`src/rtl/rv_pkg.sv`:
```
// Shared register-file writeback types and constants.
// Holds the request bundle queued between the execution units and the write port.
package rv_pkg;

   localparam int XLEN       = 32;
   localparam int REG_ADDR_W = 5;
   localparam int NUM_REGS   = 2 ** REG_ADDR_W;

   typedef struct packed {
      logic [REG_ADDR_W-1:0] rd;
      logic [XLEN-1:0]       data;
   } wb_req_t;

   function automatic logic [NUM_REGS-1:0] onehot(
      input logic [REG_ADDR_W-1:0] idx
   );
      logic [NUM_REGS-1:0] v;
      v      = '0;
      v[idx] = 1'b1;
      return v;
   endfunction

endpackage

```
`src/rtl/sync_fifo.sv`:
```
// Count-based synchronous FIFO that also exposes every slot and its
// occupancy bit, so the owner can search the queued contents.
module sync_fifo #(
   parameter int WIDTH = 8,
   parameter int DEPTH = 4
) (
   input  logic                         clk,
   input  logic                         rst,
   input  logic                         i_push,
   input  logic [WIDTH-1:0]             i_data,
   input  logic                         i_pop,
   output logic [WIDTH-1:0]             o_head,
   output logic                         o_full,
   output logic                         o_empty,
   output logic [$clog2(DEPTH):0]       o_count,
   output logic [DEPTH-1:0][WIDTH-1:0]  o_entries,
   output logic [DEPTH-1:0]             o_valid
);

   localparam int AW = $clog2(DEPTH);
   localparam int CW = AW + 1;

   logic [DEPTH-1:0][WIDTH-1:0] r_mem;
   logic [AW-1:0]               r_wr_ptr;
   logic [AW-1:0]               r_rd_ptr;
   logic [CW-1:0]               r_count;
   logic                        w_push;
   logic                        w_pop;

   assign o_full    = (r_count == CW'(DEPTH));
   assign o_empty   = (r_count == '0);
   assign o_count   = r_count;
   assign o_head    = r_mem[r_rd_ptr];
   assign o_entries = r_mem;

   assign w_push = i_push && !o_full;
   assign w_pop  = i_pop && !o_empty;

   always_ff @(posedge clk) begin
      if (rst) begin
         r_wr_ptr <= '0;
         r_rd_ptr <= '0;
         r_count  <= '0;
      end else begin
         if (w_push) begin
            r_mem[r_wr_ptr] <= i_data;
            r_wr_ptr        <= r_wr_ptr + 1'b1;
         end
         if (w_pop) begin
            r_rd_ptr <= r_rd_ptr + 1'b1;
         end
         r_count <= r_count + CW'(w_push) - CW'(w_pop);
      end
   end

   // A slot is live when its distance from the read pointer is below the count.
   always_comb begin
      logic [AW-1:0] w_off;
      o_valid = '0;
      for (int i = 0; i < DEPTH; i++) begin
         w_off      = AW'(i) - r_rd_ptr;
         o_valid[i] = (CW'(w_off) < r_count);
      end
   end

endmodule

```
`src/rtl/rf_writeback_arbiter.sv`:
```
// Merges ALU (priority) and buffered load/mul results onto the single
// register-file write port, keeping write-after-write order per register.
module rf_writeback_arbiter
   import rv_pkg::*;
#(
   parameter int FIFO_DEPTH = 4
) (
   input  logic                        clk,
   input  logic                        rst,
   input  logic                        a_valid,
   output logic                        a_ready,
   input  logic [REG_ADDR_W-1:0]       a_rd,
   input  logic [XLEN-1:0]             a_data,
   input  logic                        b_valid,
   output logic                        b_ready,
   input  logic [REG_ADDR_W-1:0]       b_rd,
   input  logic [XLEN-1:0]             b_data,
   output logic                        rf_wr_en,
   output logic [REG_ADDR_W-1:0]       rf_rd_addr,
   output logic [XLEN-1:0]             rf_rd_data,
   output logic [NUM_REGS-1:0]         pending_mask,
   output logic [$clog2(FIFO_DEPTH):0] b_count
);

   localparam int WB_W = $bits(wb_req_t);

   logic                            w_full;
   logic                            w_empty;
   logic                            w_push;
   logic                            w_pop;
   logic                            w_a_xfer;
   wb_req_t                         w_b_req;
   wb_req_t                         w_head;
   logic [FIFO_DEPTH-1:0][WB_W-1:0] w_entries;
   logic [FIFO_DEPTH-1:0]           w_valid;
   logic [NUM_REGS-1:0]             w_fifo_mask;

   logic                            r_wr_en;
   logic [REG_ADDR_W-1:0]           r_addr;
   logic [XLEN-1:0]                 r_data;

   assign w_b_req = {b_rd, b_data};

   sync_fifo #(
      .WIDTH (WB_W),
      .DEPTH (FIFO_DEPTH)
   ) u_fifo (
      .clk       (clk),
      .rst       (rst),
      .i_push    (w_push),
      .i_data    (w_b_req),
      .i_pop     (w_pop),
      .o_head    (w_head),
      .o_full    (w_full),
      .o_empty   (w_empty),
      .o_count   (b_count),
      .o_entries (w_entries),
      .o_valid   (w_valid)
   );

   always_comb begin
      wb_req_t w_e;
      w_fifo_mask = '0;
      for (int i = 0; i < FIFO_DEPTH; i++) begin
         w_e = w_entries[i];
         if (w_valid[i]) begin
            w_fifo_mask[w_e.rd] = 1'b1;
         end
      end
   end

   // A must not overtake an older queued B write to the same register.
   assign a_ready  = !((a_rd != '0) && w_fifo_mask[a_rd]);
   assign b_ready  = !w_full;
   assign w_a_xfer = a_valid && a_ready;
   assign w_push   = b_valid && !w_full;
   assign w_pop    = !w_a_xfer && !w_empty;

   always_ff @(posedge clk) begin
      if (rst) begin
         r_wr_en <= 1'b0;
         r_addr  <= '0;
         r_data  <= '0;
      end else if (w_a_xfer) begin
         r_wr_en <= (a_rd != '0);
         r_addr  <= a_rd;
         r_data  <= a_data;
      end else if (!w_empty) begin
         r_wr_en <= (w_head.rd != '0);
         r_addr  <= w_head.rd;
         r_data  <= w_head.data;
      end else begin
         r_wr_en <= 1'b0;
      end
   end

   assign rf_wr_en   = r_wr_en;
   assign rf_rd_addr = r_addr;
   assign rf_rd_data = r_data;

   always_comb begin
      pending_mask = w_fifo_mask;
      if (r_wr_en) begin
         pending_mask = pending_mask | onehot(r_addr);
      end
      pending_mask[0] = 1'b0;
   end

endmodule

```
`config.mk`:
```
export PLATFORM = sky130hd
export DESIGN_NAME = rf_writeback_arbiter
export DESIGN_NICKNAME = d
export VERILOG_FILES = /design/src/rtl/rv_pkg.sv /design/src/rtl/sync_fifo.sv /design/src/rtl/rf_writeback_arbiter.sv
export SDC_FILE = /design/constraint.sdc
export NUM_CORES = 1
export LEC_CHECK = 0
export ABC_AREA = 0
export CORE_MARGIN = 4
export CORE_UTILIZATION = 26
export DETAILED_ROUTE_END_ITERATION = 10
export PLACE_DENSITY = 0.49
export SLEW_MARGIN = 20
export SYNTH_ARGS = -nofsm -noshare
export SYNTH_HDL_FRONTEND = slang
export SYNTH_SLANG_ARGS = --single-unit
```
`constraint.sdc`:
```
create_clock -name clk -period 6.1 [get_ports clk]
set_input_delay 1.525 -clock clk [delete_from_list [all_inputs] [get_ports clk]]
set_output_delay 1.525 -clock clk [all_outputs]
set_load 0.03 [all_outputs]
```
==> metrics.txt <==
Longest Clk Path Bufs=2; min-delay src=rf_rd_data[14]; CORE AREA=35700 um^2; antenna cells=0; CTS clk-pin slew, worst paths=0.07 ns; worst flop-to-flop path startpoint=u_fifo.r_rd_ptr[1]; post-synthesis mux area share=16.8%; CTS H-tree lvls=4; worst setup path class=in2out; Die ar.=39300 um^2; row cnt=69; initial antenna violation count=0; Worst Setup End Kind=output port; Final Core Density=33.6%; Post-Syn Instances=700; share of cells above drive strength 1=18.0%; status=complete, no violations; Max-Cap Viols=0; highest clock rate=177 MHz; Pwr Density=379 nW/um^2; first-pass GRT wire length=41000 um; main flop type after synthesis=edfxtp_1; root buffer cell=clkbuf_16; Ports=153; peak supply drop=0.187 mV; static leakage=3.79 nW; Crit Path Max Fanout=8; fin crit period=~5.6 ns; area of the multi-input gates=between 3000 and 4000 um^2; largest net degree at the start of global routing=49; detailed-route via count=6672; EDFF count, synth=148; vias in the first global route=6696; gr ovfl total=0; period utilization=92.5%; Initial DRC Count=435; largest family of logic cells by synthesized area=multiplexers; Hold Buf Count CTS=0; R2R depth=20; Non-Filler Instances=1318; drt first pass iters=5; CP arrival=just over 4 ns; Worst EP required=4.58 ns; TritonCTS Sinks=between 150 and 200; hold path depth=3; syn_area_per_cell=13.4 um^2; Filler cells=3560; Final Cell Area=around 12000 um^2; syn_nets=between 700 and 800; CP Launch Point=a_rd[1]; Clock Latency Late Sink=0.42 ns; Slew Limit Fails=0; setup_tns=0 ns; post_cts resized=0; dpl cells=1286; FF-to-FF setup slack=1.59 ns; Total Wirelength=27200 um; Netlist Area Pre-Place=~9400 um^2; compound-gate portion of the synthesized area=11.4%; Synth Area in Simple Gates=10.2%; synth unique cells=60; ANT nets after route=0; CTS Buf Count=17; Adder-Cell Fraction of Synth Area=1.54%; input/output buffers=around 150; Final Setup Violations=0; Yosys reg bits=193; total power draw=around 0.0045 W; Worst Hold Class=reg2reg; routed len/inst=20.7 um; Placed Area=11400 um^2; hpwl dp=~19000 um; Post-CTS Setup Inserts=0; Global Route Usage Sum=between 10 and 15%; TritonCTS clock tree=yes; sequential cell area fraction in the yosys report=between 50% and 60%; Hold Path Sink=rf_rd_data[14]; Post-layout nets=933; Initial Util=26.4%; Reg area=5350 um^2; Area Growth Syn to Fin=27.1%; Async S/R FF share, synth=0%; Post-Synth XOR/XNOR Area=0.372%; DR DRC count=0; Die W=198 um; R2R Path End=u_fifo.o_count[2]; RSZ-0062 raised after global routing=false; Clock Skew=0.0118 ns; routability cong.=about 0.85; Least-Margin Pin Slew=between 0.6 and 0.7 ns; Vias/cell=between 5 and 6; Yosys Warn Count=0; Die Span Y=198 um; Startpoint Class=primary input; Hold Fails Final Rpt=0; Slew HR=53.5%
## flip-flops by register name, summed over array words and instances (netlist names)
register / count
u_fifo.o_count: 3
u_fifo.r_wr_ptr: 2
u_fifo.o_entries: 148
rf_rd_data: 32
rf_rd_addr: 5
rf_wr_en: 1
u_fifo.r_rd_ptr: 2
## cell usage after synthesis (4+ instances only)
| library cell | n | area share, % |
|---|---|---|
| a211oi_1 | 10 | 0.80 |
| a21oi_1 | 8 | 0.43 |
| and2_1 | 5 | 0.33 |
| buf_1 | 5 | 0.20 |
| buf_4 | 4 | 0.32 |
| buf_6 | 4 | 0.48 |
| clkbuf_1 | 24 | 0.96 |
| dfxtp_1 | 45 | 9.6 |
| edfxtp_1 | 148 | 47 |
| ha_1 | 10 | 1.3 |
| inv_1 | 19 | 0.76 |
| mux2_2 | 35 | 4.2 |
| mux2i_1 | 34 | 3.6 |
| mux4_2 | 37 | 8.9 |
| nand2_1 | 15 | 0.60 |
| nand2b_1 | 4 | 0.27 |
| nand3_1 | 10 | 0.53 |
| nand3b_1 | 17 | 1.4 |
| nor2_1 | 88 | 3.5 |
| nor2b_1 | 4 | 0.27 |
| nor3_1 | 11 | 0.59 |
| o2111ai_2 | 7 | 1.1 |
| o2111ai_4 | 5 | 1.4 |
| o21ai_0 | 32 | 1.7 |
| o22ai_1 | 63 | 4.2 |
| or3_1 | 7 | 0.47 |
| or3b_2 | 7 | 0.65 |
## area by class of cell
cell class,count,area share (%)
timing repair buffer,164,13.4
clock buffer,22,3.97
inverter,20,0.628
sequential,193,44.7
multi-input combinational,448,31.8
clock inverter,10,0.638
tap,461,4.82
## per-stage QoR
step / hold slack, ns / setup slack (ns)
final: 0.623 / 0.457
after global placement: 0.591 / 0.459
after floorplan: 0.571 / 0.973
after global routing: 0.656 / 0.230
after CTS: 0.627 / 0.435
after detailed placement: 0.611 / 0.499
## cells by family after synthesis
group / Yosys count
flops: 193
compound gates: 141
buf+inv: 59
fa+ha+maj: 11
other cells: 1
simple gates: 184
xor+xnor: 4
mux: 107
## how the worst max path moves through the flow
stage / to
6_report: a_ready
3_5_place_dp: a_ready
4_1_cts: a_ready
2_1_floorplan: a_ready
5_1_grt: a_ready
3_3_place_gp: a_ready
## worst max-delay path, stage by stage
cell,delay [ns]
clkdlybuf4s50_1,0.65
inv_1,0.22
nand2_1,0.22
o311ai_0,0.18
a211o_1,0.30
o32a_2,0.23
nand3_1,0.12
clkdlybuf4s50_1,0.68
## where the power goes
| part | internal, W | switching (W) | total (W) |
|---|---|---|---|
| Combinational | 0.000800 | 0.00102 | 0.00182 |
| Sequential | 0.00157 | 0.000106 | 0.00167 |
| Clock | 0.000563 | 0.000481 | 0.00104 |
## cell usage in the layout (no fill, tap or decap), types with 3 or more instances in the layout
cell             netlist  layout
nand3b_1              17      17
clkbuf_1              24       3
mux2i_1               34      34
clkinv_4               0       3
clkdlybuf4s50_1        0     150
nor2b_1                4       4
xnor2_1                3       3
mux4_2                37      37
nor2_1                88      88
and2_2                 1       5
nand2_1               15      15
or3b_2                 7       7
nand3_1               10      10
nor4_1                 3       3
o2111ai_4              5       5
buf_4                  4      13
nand2b_1               4       4
a211oi_1              10      10
dfxtp_1               45      43
nor3_1                11      10
or3_1                  7       7
o21ai_0               32      32
clkinv_2               0       3
inv_1                 19      19
ha_1                  10      10
o2111ai_2              7       7
mux2_2                35      35
o22ai_1               63      63
a21oi_1                8       8
clkbuf_16              0      18
edfxtp_1             148     148
## layer usage
| layer | up-vias | GRT usage [%] | routed length [um] |
|---|---|---|---|
| li1 | 3030 | - | - |
| met1 | 3286 | 17.3 | 11500 |
| met2 | 300 | 22.7 | 13000 |
| met3 | 56 | 3.22 | 1820 |
| met4 | 0 | 5.61 | 956 |
| met5 | - | 0 | 0 |
(Power assumes the default switching activity.)
